`config.mk`:
```
export PLATFORM = sky130hd
export DESIGN_NAME = alu_unit_flat
export DESIGN_NICKNAME = d
export VERILOG_FILES = /design/src/rtl/alu_unit_if.sv /design/src/rtl/alu_unit.sv /design/src/flat_wrapper.sv
export SDC_FILE = /design/constraint.sdc
export NUM_CORES = 1
export LEC_CHECK = 0
export BUFFER_PORTS_ARGS = -buffer_cell sky130_fd_sc_hd__buf_2
export CAP_MARGIN = 25
export CORE_UTILIZATION = 40
export DETAILED_ROUTE_END_ITERATION = 16
export MAX_ROUTING_LAYER = met4
export PLACE_DENSITY = 0.67
export SETUP_SLACK_MARGIN = 0.3
export SYNTH_ARGS = -nofsm -noshare
export SYNTH_HDL_FRONTEND = slang
export SYNTH_SLANG_ARGS = --single-unit
```
`constraint.sdc`:
```
create_clock -name clk -period 0.82 [get_ports clk]
set_clock_uncertainty 0.1 [all_clocks]
set_input_delay 0.123 -clock clk [delete_from_list [all_inputs] [get_ports clk]]
set_output_delay 0.123 -clock clk [all_outputs]
set_load 0.05 [all_outputs]
```
`src/rtl/alu_unit_if.sv`:
```
// Operand/result bundle between the execute-stage control and the ALU.
// The master drives operands and op; the slave (ALU) returns the registered result and flags.
interface alu_unit_if #(
  parameter int WIDTH = 32
);
  logic [2:0]       op;
  logic [WIDTH-1:0] a;
  logic [WIDTH-1:0] b;
  logic [WIDTH-1:0] result;
  logic             zero;
  logic             carry;
  logic             overflow;

  modport master (
    output op, a, b,
    input  result, zero, carry, overflow
  );

  modport slave (
    input  op, a, b,
    output result, zero, carry, overflow
  );
endinterface

```
`src/rtl/alu_unit.sv`:
```
// Registered MIPS32 execute-stage ALU: one-cycle latency, a new op accepted every cycle.
// Result and flags are computed combinationally and captured on the rising edge.
module alu_unit #(
  parameter int WIDTH = 32
) (
  input logic         clk,
  input logic         rst_n,
  alu_unit_if.slave   bus
);

  localparam int MSB = WIDTH - 1;

  typedef enum logic [2:0] {
    OP_AND  = 3'b000,
    OP_OR   = 3'b001,
    OP_ADD  = 3'b010,
    OP_SUB  = 3'b011,
    OP_XOR  = 3'b100,
    OP_NOR  = 3'b101,
    OP_SLT  = 3'b110,
    OP_SLTU = 3'b111
  } op_e;

  logic [WIDTH:0]   sum_ext;
  logic [WIDTH:0]   diff_ext;
  logic             add_ovf;
  logic             sub_ovf;
  logic             slt_bit;

  logic [WIDTH-1:0] res_p0;
  logic             carry_p0;
  logic             ovf_p0;

  logic [WIDTH-1:0] res_p1;
  logic             zero_p1;
  logic             carry_p1;
  logic             ovf_p1;

  // Signed less-than that stays correct when a - b overflows: differing signs decide directly.
  function automatic logic signed_lt(input logic sign_a, input logic sign_b,
                                     input logic diff_sign);
    if (sign_a != sign_b) begin
      return sign_a;
    end
    return diff_sign;
  endfunction

  assign sum_ext  = {1'b0, bus.a} + {1'b0, bus.b};
  // Bit WIDTH of the extended difference is the unsigned borrow (a < b).
  assign diff_ext = {1'b0, bus.a} - {1'b0, bus.b};

  assign add_ovf = (bus.a[MSB] == bus.b[MSB]) && (sum_ext[MSB]  != bus.a[MSB]);
  assign sub_ovf = (bus.a[MSB] != bus.b[MSB]) && (diff_ext[MSB] != bus.a[MSB]);
  assign slt_bit = signed_lt(bus.a[MSB], bus.b[MSB], diff_ext[MSB]);

  // Stage 0: combinational operation select
  always_comb begin
    res_p0   = '0;
    carry_p0 = 1'b0;
    ovf_p0   = 1'b0;
    case (op_e'(bus.op))
      OP_AND:  res_p0 = bus.a & bus.b;
      OP_OR:   res_p0 = bus.a | bus.b;
      OP_ADD: begin
        res_p0   = sum_ext[WIDTH-1:0];
        carry_p0 = sum_ext[WIDTH];
        ovf_p0   = add_ovf;
      end
      OP_SUB: begin
        res_p0   = diff_ext[WIDTH-1:0];
        carry_p0 = diff_ext[WIDTH];
        ovf_p0   = sub_ovf;
      end
      OP_XOR:  res_p0 = bus.a ^ bus.b;
      OP_NOR:  res_p0 = ~(bus.a | bus.b);
      OP_SLT:  res_p0 = {{(WIDTH-1){1'b0}}, slt_bit};
      OP_SLTU: res_p0 = {{(WIDTH-1){1'b0}}, diff_ext[WIDTH]};
      default: res_p0 = '0;
    endcase
  end

  // Stage 1: output registers, cleared asynchronously to the idle "zero result" state
  always_ff @(posedge clk or negedge rst_n) begin
    if (!rst_n) begin
      res_p1   <= '0;
      zero_p1  <= 1'b1;
      carry_p1 <= 1'b0;
      ovf_p1   <= 1'b0;
    end else begin
      res_p1   <= res_p0;
      zero_p1  <= (res_p0 == '0);
      carry_p1 <= carry_p0;
      ovf_p1   <= ovf_p0;
    end
  end

  assign bus.result   = res_p1;
  assign bus.zero     = zero_p1;
  assign bus.carry    = carry_p1;
  assign bus.overflow = ovf_p1;

endmodule

```
`src/flat_wrapper.sv`:
```
// flat-port wrapper written by rule: the top's interface ports become plain ports
module alu_unit_flat 
#(
  parameter int WIDTH = 32
)
  (clk, rst_n, bus_op, bus_a, bus_b, bus_result, bus_zero, bus_carry, bus_overflow);
  alu_unit_if #(.WIDTH(WIDTH)) bus_i ();
  input logic clk;
  input logic rst_n;
  input wire logic [$bits(bus_i.op)-1:0] bus_op;
  input wire logic [$bits(bus_i.a)-1:0] bus_a;
  input wire logic [$bits(bus_i.b)-1:0] bus_b;
  output wire logic [$bits(bus_i.result)-1:0] bus_result;
  output wire logic [$bits(bus_i.zero)-1:0] bus_zero;
  output wire logic [$bits(bus_i.carry)-1:0] bus_carry;
  output wire logic [$bits(bus_i.overflow)-1:0] bus_overflow;
  assign bus_i.op = bus_op;
  assign bus_i.a = bus_a;
  assign bus_i.b = bus_b;
  assign bus_result = bus_i.result;
  assign bus_zero = bus_i.zero;
  assign bus_carry = bus_i.carry;
  assign bus_overflow = bus_i.overflow;
  alu_unit #(.WIDTH(WIDTH)) u_core (.clk(clk), .rst_n(rst_n), .bus(bus_i));
endmodule
```
==> results.sh <==
export IMPL_dieArea_um2=18600
export IMPL_syn_area_um2=7220
export IMPL_ir_drop_mv=1.59
export IMPL_finalWorstSetupSlack_ns=-3.08
export IMPL_antenna_left=0
export IMPL_synth_warning_count=0
export IMPL_cpPeakStageDelay_ns=0.44
export IMPL_layout_drive_gt1_share_pct=50.6
export IMPL_yosysUniqueCellTypes=85
export IMPL_numCtsBuffers=5
export IMPL_crit_path_end_kind="flip-flop"
export IMPL_synth_nets=1178
export IMPL_cts_max_level=2
export IMPL_finalSetupViolations=70
export IMPL_ys_flop_type="dfrtp_1"
export IMPL_fmax_mhz=256
export IMPL_cellLeakagePower_nw=6.08
export IMPL_period_minus_slack_ns=3.90
export IMPL_grt_pass1_wl_mm=49.9
export IMPL_fin_nets=1680
export IMPL_async_reset_ff_share_pct=100
export IMPL_io_pins=104
export IMPL_grt_pass1_vias=9421
export IMPL_ys_seq_elements=35
export IMPL_cap_viol_max_count=0
export IMPL_cts_root_buf="clkbuf_16"
export IMPL_viasPerCell=5.80
export IMPL_layout_common_cells="buf_4 (427), nor2_1 (99), a21oi_1 (85), ha_1 (78), inv_1 (74)"
export IMPL_failed_checks="hold timing, setup timing"
export IMPL_crit_chain="buf_8, clkinvlp_4, ha_4, o21ba_4, or4_4, a21oi_4, o211ai_1, o211ai_1, buf_4, a41o_1, a21oi_2, o21bai_1, a21oi_1, nor2_1, nor2_1, fa_1, nand2_1, o21ai_0, o21ai_1, o22ai_1, nor4_1, nand4b_1, nor4_2"
export IMPL_start_util_pct=41.3
export IMPL_tightestPinTransition_ns=0.765
export IMPL_final_hold_viol_count=35
export IMPL_gr_total_overflow=0
export IMPL_antenna_found_initial=0
export IMPL_crit_path_max_fanout=2
export IMPL_slowest_stage="or4_4"
export IMPL_fp_dieH_um=136
export IMPL_slew_headroom_pct=48.7
export IMPL_finalNonFillerCells=1736
export IMPL_drcViolationCount=0
export IMPL_dp_cells=1685
export IMPL_area_growth_pct=76.2
export IMPL_whs_ns=-0.398
export IMPL_drtPass1Iterations=6
export IMPL_cts_tree="built"
export IMPL_arrival_ns=3.98
export IMPL_cp_required_ns=0.91
export IMPL_portBuffers=103
export IMPL_avgSynthCellArea_um2=7.16
export IMPL_worst_path_buf_inv=3
export IMPL_yosys_area_top_type="ha_1"
export IMPL_hold_path_class="input pin to asynchronous set/reset pin"
export IMPL_status="finished with violations"
export IMPL_die_w_um=136
export IMPL_min_period_over_period_pct=475
export IMPL_yosysSeqAreaShare_pct=12.2
export IMPL_dp_hpwl_mm=25.7
export IMPL_core_area_um2=17500
export IMPL_num_rows=48
export IMPL_synthTopCellsByArea="ha_1 (17%), dfrtp_1 (12%), a21oi_1 (7.4%), nor2_1 (5.6%), inv_1 (5.1%)"
export IMPL_cts_sinks=35
export IMPL_wl_per_cell_um=19.7
export IMPL_cp_start_kind="input pin"
export IMPL_critPathKind="input pin to flip-flop"
export IMPL_insertedDiodeCount=0
export IMPL_power_density_nw_per_um2=1150
export IMPL_num_vias=10074
export IMPL_rsz0062_at_grt="true"
export IMPL_final_common_cell="buf_4"
export IMPL_place_ws_ns=-3.23
export IMPL_totalWireLength_mm=34.2
export IMPL_synth_edf_count=0
export IMPL_crit_family="compound AO/OA/AOI/OAI gates"
export IMPL_track_usage_pct=35.7
export IMPL_slew_viol_final=0
export IMPL_grt_max_degree=19
export IMPL_drt_initial_drc_count=1150
export IMPL_gp_congestion=0.992
export IMPL_synth_top_cell_area_share_pct=17.0
export IMPL_postSynthCellCount=1008
export IMPL_clk_path_buf_depth=2
export IMPL_clkTransAtPathRegs_ns=0.06
-- per-layer routing --
metal	global-route usage, %	share of wire (%)	up-vias
met5	-	0	-
met4	10.6	4.0	0
met3	5.07	8.6	140
met2	58.2	46	519
met1	45.4	41	4746
li1	-	-	4669
-- how the worst max path moves through the flow --
stage	from	endpoint	slack, ns	depth (start not counted)
final	bus_b[1]	u_core.bus.zero$_DFF_PN1_	-3.08	23
after global routing	bus_b[1]	u_core.bus.zero$_DFF_PN1_	-3.24	23
after CTS	bus_b[1]	u_core.bus.zero$_DFF_PN1_	-3.02	22
after detailed placement	bus_b[1]	u_core.bus.zero$_DFF_PN1_	-3.23	22
after global placement	bus_b[1]	u_core.bus.zero$_DFF_PN1_	-3.20	22
after floorplan	bus_b[1]	u_core.bus.zero$_DFF_PN1_	-2.80	21
-- registers in the layout, indices dropped and copies added, names as in the netlist --
| signal | flops |
|---|---|
| u_core.bus.result | 32 |
| u_core.bus.carry | 1 |
| u_core.bus.overflow | 1 |
| u_core.bus.zero | 1 |
-- synthesized netlist by cell type (4+ instances only) --
master,n
nor2_1,107
a21oi_1,106
ha_1,98
inv_1,98
o21ai_0,57
nand2_1,52
dfrtp_1,34
clkbuf_1,30
xnor2_1,29
nor3_1,27
buf_2,24
a211oi_1,22
a21o_1,21
mux2i_1,19
nor4_1,16
nor2b_1,15
nand3_1,14
o22ai_1,14
o31ai_1,14
a31oi_1,13
o211ai_1,13
nand4_1,12
o21a_1,11
xor2_1,11
o21bai_1,9
and3_1,8
a221oi_1,7
a311oi_1,7
a32oi_1,6
buf_1,6
o221ai_1,6
or2_2,6
and2_1,4
nand2b_1,4
o22a_1,4
o41ai_1,4
or3_1,4
-- what timing repair did --
item	in CTS	in global routing
gates resized for setup	154	99
pin swaps	36	54
setup endpoints to repair	70	70
setup buffers	11	32
endpoints found under the hold margin	35	35
-- report_power, final --
| group | leakage, nW | internal, mW | total [mW] | switching [mW] |
|---|---|---|---|---|
| clock network | 0.0838 | 1.43 | 2.18 | 0.743 |
| logic | 5.61 | 4.81 | 10.3 | 5.51 |
| registers | 0.387 | 2.02 | 2.19 | 0.167 |
-- logic make-up after synthesis --
| kind of cell | after synthesis | share of synthesized area [%] |
|---|---|---|
| flip-flops | 35 | 12.2 |
| buffers and inverters | 163 | 9.05 |
| multiplexers | 21 | 2.95 |
| adder cells (fa/ha/maj) | 101 | 17.8 |
| AO/OA/AOI/OAI | 366 | 34.4 |
| XOR/XNOR | 40 | 4.86 |
| AND/OR/NAND/NOR | 282 | 18.8 |
-- metrics by stage --
stage	hold WS [ns]	instance area (um^2)	utilization, %	power [mW]	TNS (ns)
final	-0.398	12700	72.7	14.7	-69.60
after floorplan	-0.273	7540	-	6.74	-48.84
after global routing	-0.388	12700	72.7	15.3	-72.66
after global placement	-0.111	11200	64.0	10.6	-70.41
after CTS	-0.395	12000	68.9	13.7	-66.00
after detailed placement	-0.109	11200	64.0	10.7	-71.23
-- final cells by class --
cell class	instances	area, um^2
multi-input cells	810	6620
repair buffers	557	4340
well taps	225	282
inverters	101	388
fillers	1307	4760
clock buffers	5	125
clock inverters	3	43.8
flip-flops and latches	35	920
Note: power is estimated with default switching activity, not from simulation.
